$ cat src/rtl/mux4_rr_sched.sv
// Four-requester round-robin scheduler with a registered valid/ready output stage.
// Define MUX4_RR_SCHED_PRIO0_EN to give requester 0 absolute priority over the rotating others.
module mux4_rr_sched #(
    parameter int WIDTH = 8
) (
    input  logic             clk,
    input  logic             rst,
    input  logic [3:0]       req,
    input  logic [WIDTH-1:0] a0,
    input  logic [WIDTH-1:0] a1,
    input  logic [WIDTH-1:0] a2,
    input  logic [WIDTH-1:0] a3,
    input  logic             out_ready,
    output logic [1:0]       sel,
    output logic [3:0]       grant,
    output logic [WIDTH-1:0] out_data,
    output logic             out_valid,
    output logic [3:0]       ack,
    output logic [7:0]       xfer_cnt
);

    typedef enum logic {
        IDLE  = 1'b0,
        OFFER = 1'b1
    } state_t;

    state_t           state_reg;
    logic [1:0]       sel_reg;
    logic [1:0]       last_reg;
    logic [3:0]       grant_reg;
    logic [WIDTH-1:0] out_data_reg;
    logic [3:0]       ack_reg;
    logic [7:0]       xfer_cnt_reg;

    logic [WIDTH-1:0] a_arr [4];
    logic [1:0]       base;
    logic [3:0]       rr_req;
    logic [1:0]       cand_idx [4];
    logic [3:0]       cand_hit;
    logic [1:0]       pick_next;
    logic [3:0]       pick_onehot;
    logic             accept;

    assign a_arr[0] = a0;
    assign a_arr[1] = a1;
    assign a_arr[2] = a2;
    assign a_arr[3] = a3;

    // On acceptance the granted index becomes the new "last", so rotate from sel directly.
    assign base   = (state_reg == OFFER) ? sel_reg : last_reg;
    assign accept = (state_reg == OFFER) && out_ready;

`ifdef MUX4_RR_SCHED_PRIO0_EN
    assign rr_req = req & 4'b1110;
`else
    assign rr_req = req;
`endif

    // Candidate gi is the requester gi+1 positions after base; base itself comes last.
    generate
        for (genvar gi = 0; gi < 4; gi++) begin : g_scan
            assign cand_idx[gi] = base + 2'(gi + 1);
            assign cand_hit[gi] = rr_req[cand_idx[gi]];
        end
    endgenerate

    always_comb begin
        pick_next = base;
        for (int i = 3; i >= 0; i--) begin
            if (cand_hit[i]) begin
                pick_next = cand_idx[i];
            end
        end
`ifdef MUX4_RR_SCHED_PRIO0_EN
        if (req[0]) begin
            pick_next = 2'd0;
        end
`endif
    end

    assign pick_onehot = 4'b0001 << pick_next;

    always_ff @(posedge clk) begin
        if (rst) begin
            state_reg    <= IDLE;
            sel_reg      <= 2'd0;
            last_reg     <= 2'd3;
            grant_reg    <= 4'b0000;
            out_data_reg <= '0;
            ack_reg      <= 4'b0000;
            xfer_cnt_reg <= 8'd0;
        end else begin
            ack_reg <= 4'b0000;
            case (state_reg)
                IDLE: begin
                    if (req != 4'b0000) begin
                        state_reg    <= OFFER;
                        sel_reg      <= pick_next;
                        grant_reg    <= pick_onehot;
                        out_data_reg <= a_arr[pick_next];
                    end
                end
                OFFER: begin
                    if (accept) begin
                        last_reg     <= sel_reg;
                        xfer_cnt_reg <= xfer_cnt_reg + 8'd1;
                        ack_reg      <= grant_reg;
                        if (req != 4'b0000) begin
                            sel_reg      <= pick_next;
                            grant_reg    <= pick_onehot;
                            out_data_reg <= a_arr[pick_next];
                        end else begin
                            state_reg <= IDLE;
                            grant_reg <= 4'b0000;
                        end
                    end
                end
                default: state_reg <= IDLE;
            endcase
        end
    end

    assign sel       = sel_reg;
    assign grant     = grant_reg;
    assign out_data  = out_data_reg;
    assign out_valid = (state_reg == OFFER);
    assign ack       = ack_reg;
    assign xfer_cnt  = xfer_cnt_reg;

endmodule
$ cat config.mk
export PLATFORM = sky130hd
export DESIGN_NAME = mux4_rr_sched
export DESIGN_NICKNAME = d
export VERILOG_FILES = /design/src/rtl/mux4_rr_sched.sv
export SDC_FILE = /design/constraint.sdc
export NUM_CORES = 1
export LEC_CHECK = 0
export ABC_AREA = 1
export CAP_MARGIN = 5
export CORE_AREA = 2 2 69 71
export CTS_CLUSTER_DIAMETER = 100
export DETAILED_ROUTE_END_ITERATION = 8
export DIE_AREA = 0 0 71 73
export PLACE_DENSITY = 0.7
export SETUP_SLACK_MARGIN = 0.1
export SYNTH_ARGS = -nofsm -noshare
export SYNTH_HDL_FRONTEND = slang
export SYNTH_SLANG_ARGS = --single-unit
$ cat constraint.sdc
create_clock -name clk -period 1.85 [get_ports clk]
set_input_delay 0.37 -clock clk [delete_from_list [all_inputs] [get_ports clk]]
set_output_delay 0.37 -clock clk [all_outputs]
set_load 0.03 [all_outputs]
==> results.py <==
metrics = {
    "status": {
        "status": "finished clean",
    },
    "worst_setup_path": {
        "cp-end-kind": "flip-flop",
        "crit_path_cell_trace": "inv_6, nand2_4, nand2_4, nand2_2, nand2_4, nand2_2, and2_4, nand2_4, nand2_4, nand2_4, buf_12, nand2_1, nand2_1, nand2_1, nand3_1, nand2_1, inv_1",
        "timing.rr.start": "out_valid",
        "worstPathRequired_ns": 2.02,
        "slowest_delay_ns": 0.41,
        "cp_max_fo": 10,
        "critPathSlowestCell": "dfxtp_4",
        "path_common_cell": "nand2_4",
        "critPathKind": "reg -> reg",
        "cp.arrival_ns": 2.00,
        "start_kind": "flip-flop",
        "startpoint": "out_valid",
    },
    "timing": {
        "slew_headroom": 0.775,
        "hold_viol_final": 0,
        "drv_slew": 0,
        "worst_pin_slew_ns": 0.336,
        "max_clock_freq_mhz": 549,
        "skew_ns": 0.00631,
        "fin_crit_sh": 0.985,
        "setup_viol": 0,
        "hold_slack_ns": 0.444,
        "rsz0062_at_grt": "yes",
        "fin_crit_ns": 1.82,
    },
    "clocking": {
        "cts_root_buf": "clkbuf_8",
        "htreeDepth": 2,
        "clockBufferDepth": 2,
        "cts_inserted_buffers": 5,
        "clock-sinks": 29,
        "cts_tree": "built",
        "holdBufCountCts": 0,
        "path_clk_slew_ns": 0.06,
        "clock_latency_ns": 0.27,
    },
    "placement": {
        "dp_hpwl_um": 3260,
        "globalplace.congestion": 0.829,
        "port_buffers": 65,
        "dpl_cell_area_um2": 2500,
    },
    "floorplan": {
        "core_area_um2": 4540,
        "start_util": 0.371,
        "ios": 66,
        "die_area_um2": 5180,
        "die_w_um": 71,
        "die_y_um": 73,
        "num_rows": 25,
    },
    "yosys": {
        "synth.area.top_cells": "dfxtp_1 35%, nand2_1 23%, nand3_1 10%",
        "ys_async_sr_fraction": 0,
        "synth_cell_type_count": 23,
        "ys_seq_elements": 29,
        "synthCells": 278,
        "synth_commonest_cells": "105 x nand2_1, 34 x nand3_1, 31 x inv_1",
        "yosysMostFrequentCell": "nand2_1",
        "syn_area_um2": 1680,
        "ys_warn_count": 0,
        "ys_seq_area_frac": 0.345,
        "syn_area_per_cell_um2": 6.05,
        "synth_edf_count": 0,
        "synth_top_area_frac": 0.345,
        "synth_top_area_cell": "dfxtp_1",
        "synth_nets": 318,
        "ys.flop_type": "dfxtp_1",
    },
    "global_route": {
        "grt_pass1_vias": 1781,
        "grt_overflow_total": 0,
        "grt_max_degree": 21,
        "grt_pass1_wl_um": 7330,
        "antenna_found_initial": 0,
        "grt_usage": 0.172,
    },
    "routing": {
        "wl_met2_um": 2240,
        "routed_via_density": 4.67,
        "wl_per_cell_um": 11.0,
        "wl_met1_um": 1990,
        "initialDrtViolationCount": 67,
        "routed_wl_um": 4570,
        "drcViolationCount": 0,
        "postRouteAntennaNets": 0,
        "dr_total_vias": 1946,
        "routed-wl-met3_um": 275,
        "dr.pass1.iters": 4,
        "top_layer": "met4",
    },
    "pwr": {
        "p_leak_nw": 1.40,
        "irDropWorstVdd_uv": 497,
        "power.density_nw_per_um2": 909,
        "p_total_mw": 2.58,
    },
    "worst_hold_path": {
        "min-delay-start": "grant[1]",
        "hp-class": "reg -> reg",
    },
    "final_layout": {
        "layout.nets": 402,
        "syn2layout_area_growth_pct": 68.8,
        "fin_area_um2": 2840,
        "drive_gt1_frac": 0.220,
        "antennaDiodeCount": 0,
    },
    "flow_run": {
        "maxCapViolCount": 0,
    },
}
==> worst max-delay path, delay by kind of cell (launching register included) <==
kind          cells  cell delay (ns)
flops             1             0.41
simple gates     14             1.06
buf+inv           3             0.23
==> layout by cell type, fill, tap and decap left out, types with 3 or more instances in the layout <==
master,n
nand2_1,80
clkdlybuf4s50_1,61
nand3_1,31
nor2_1,28
inv_1,28
dfxtp_1,25
nand2_2,20
buf_4,17
nand2_4,11
a21oi_1,7
o21ai_0,7
clkbuf_8,7
dlymetal6s2s_1,4
nand3_2,3
buf_6,3
dfxtp_2,3
==> power breakdown <==
group	switching, mW	internal (mW)	leakage [nW]
registers	0.0528	0.697	0.239
clock network	0.227	0.335	0.0542
logic	0.689	0.579	1.10
total	0.969	1.61	1.40
==> kinds of logic after synthesis <==
family                   after synthesis  synth area share
flip-flops                            29             0.345
AND/OR/NAND/NOR                      181             0.461
adder cells (fa/ha/maj)                1           0.00744
AO/OA/AOI/OAI                         23            0.0744
buffers and inverters                 44             0.112
==> path summary, 6_finish.rpt <==
kind / end / slack, ns / depth (start not counted)
hold / removal: ack[1] / 0.44 / 2
setup reg to reg: out_data[3] / 0.03 / 17
setup / recovery: out_data[3] / 0.03 / 17
hold reg to reg: ack[1] / 0.44 / 2
==> layer usage <==
metal  vias to the layer above  track usage
met3                        10       0.0552
met4                         0       0.0398
li1                       1034            -
met5                         -            0
met1                       853        0.205
met2                        49        0.303
==> area by class of cell <==
| type | count | area (µm²) |
|---|---|---|
| Fill cell | 405 | 1700 |
| Multi-Input combinational cell | 205 | 1060 |
| Timing Repair Buffer | 88 | 887 |
| Sequential cell | 29 | 588 |
| Inverter | 33 | 131 |
| Clock buffer | 7 | 96.3 |
| Tap cell | 54 | 67.6 |
| Clock inverter | 1 | 5.00 |
==> what timing repair did <==
action | in CTS | in global routing
setup endpoints to repair | 8 | 17
gates cloned | 0 | 2
pin swaps | 4 | 12
resized for setup | 3 | 55
buffers inserted | 3 | 0
==> metrics by stage <==
step                TNS, ns  instances  utilization  worst slack (ns)
CTS                       0        415        0.580            0.0409
floorplan                 0        278            -             0.106
global placement      -1.71        404        0.551            -0.167
global route         -0.640        417        0.626           -0.0925
detailed placement    -1.99        404        0.551            -0.193
finish                    0        417        0.626            0.0274
Note: power is estimated with default switching activity, not from simulation.
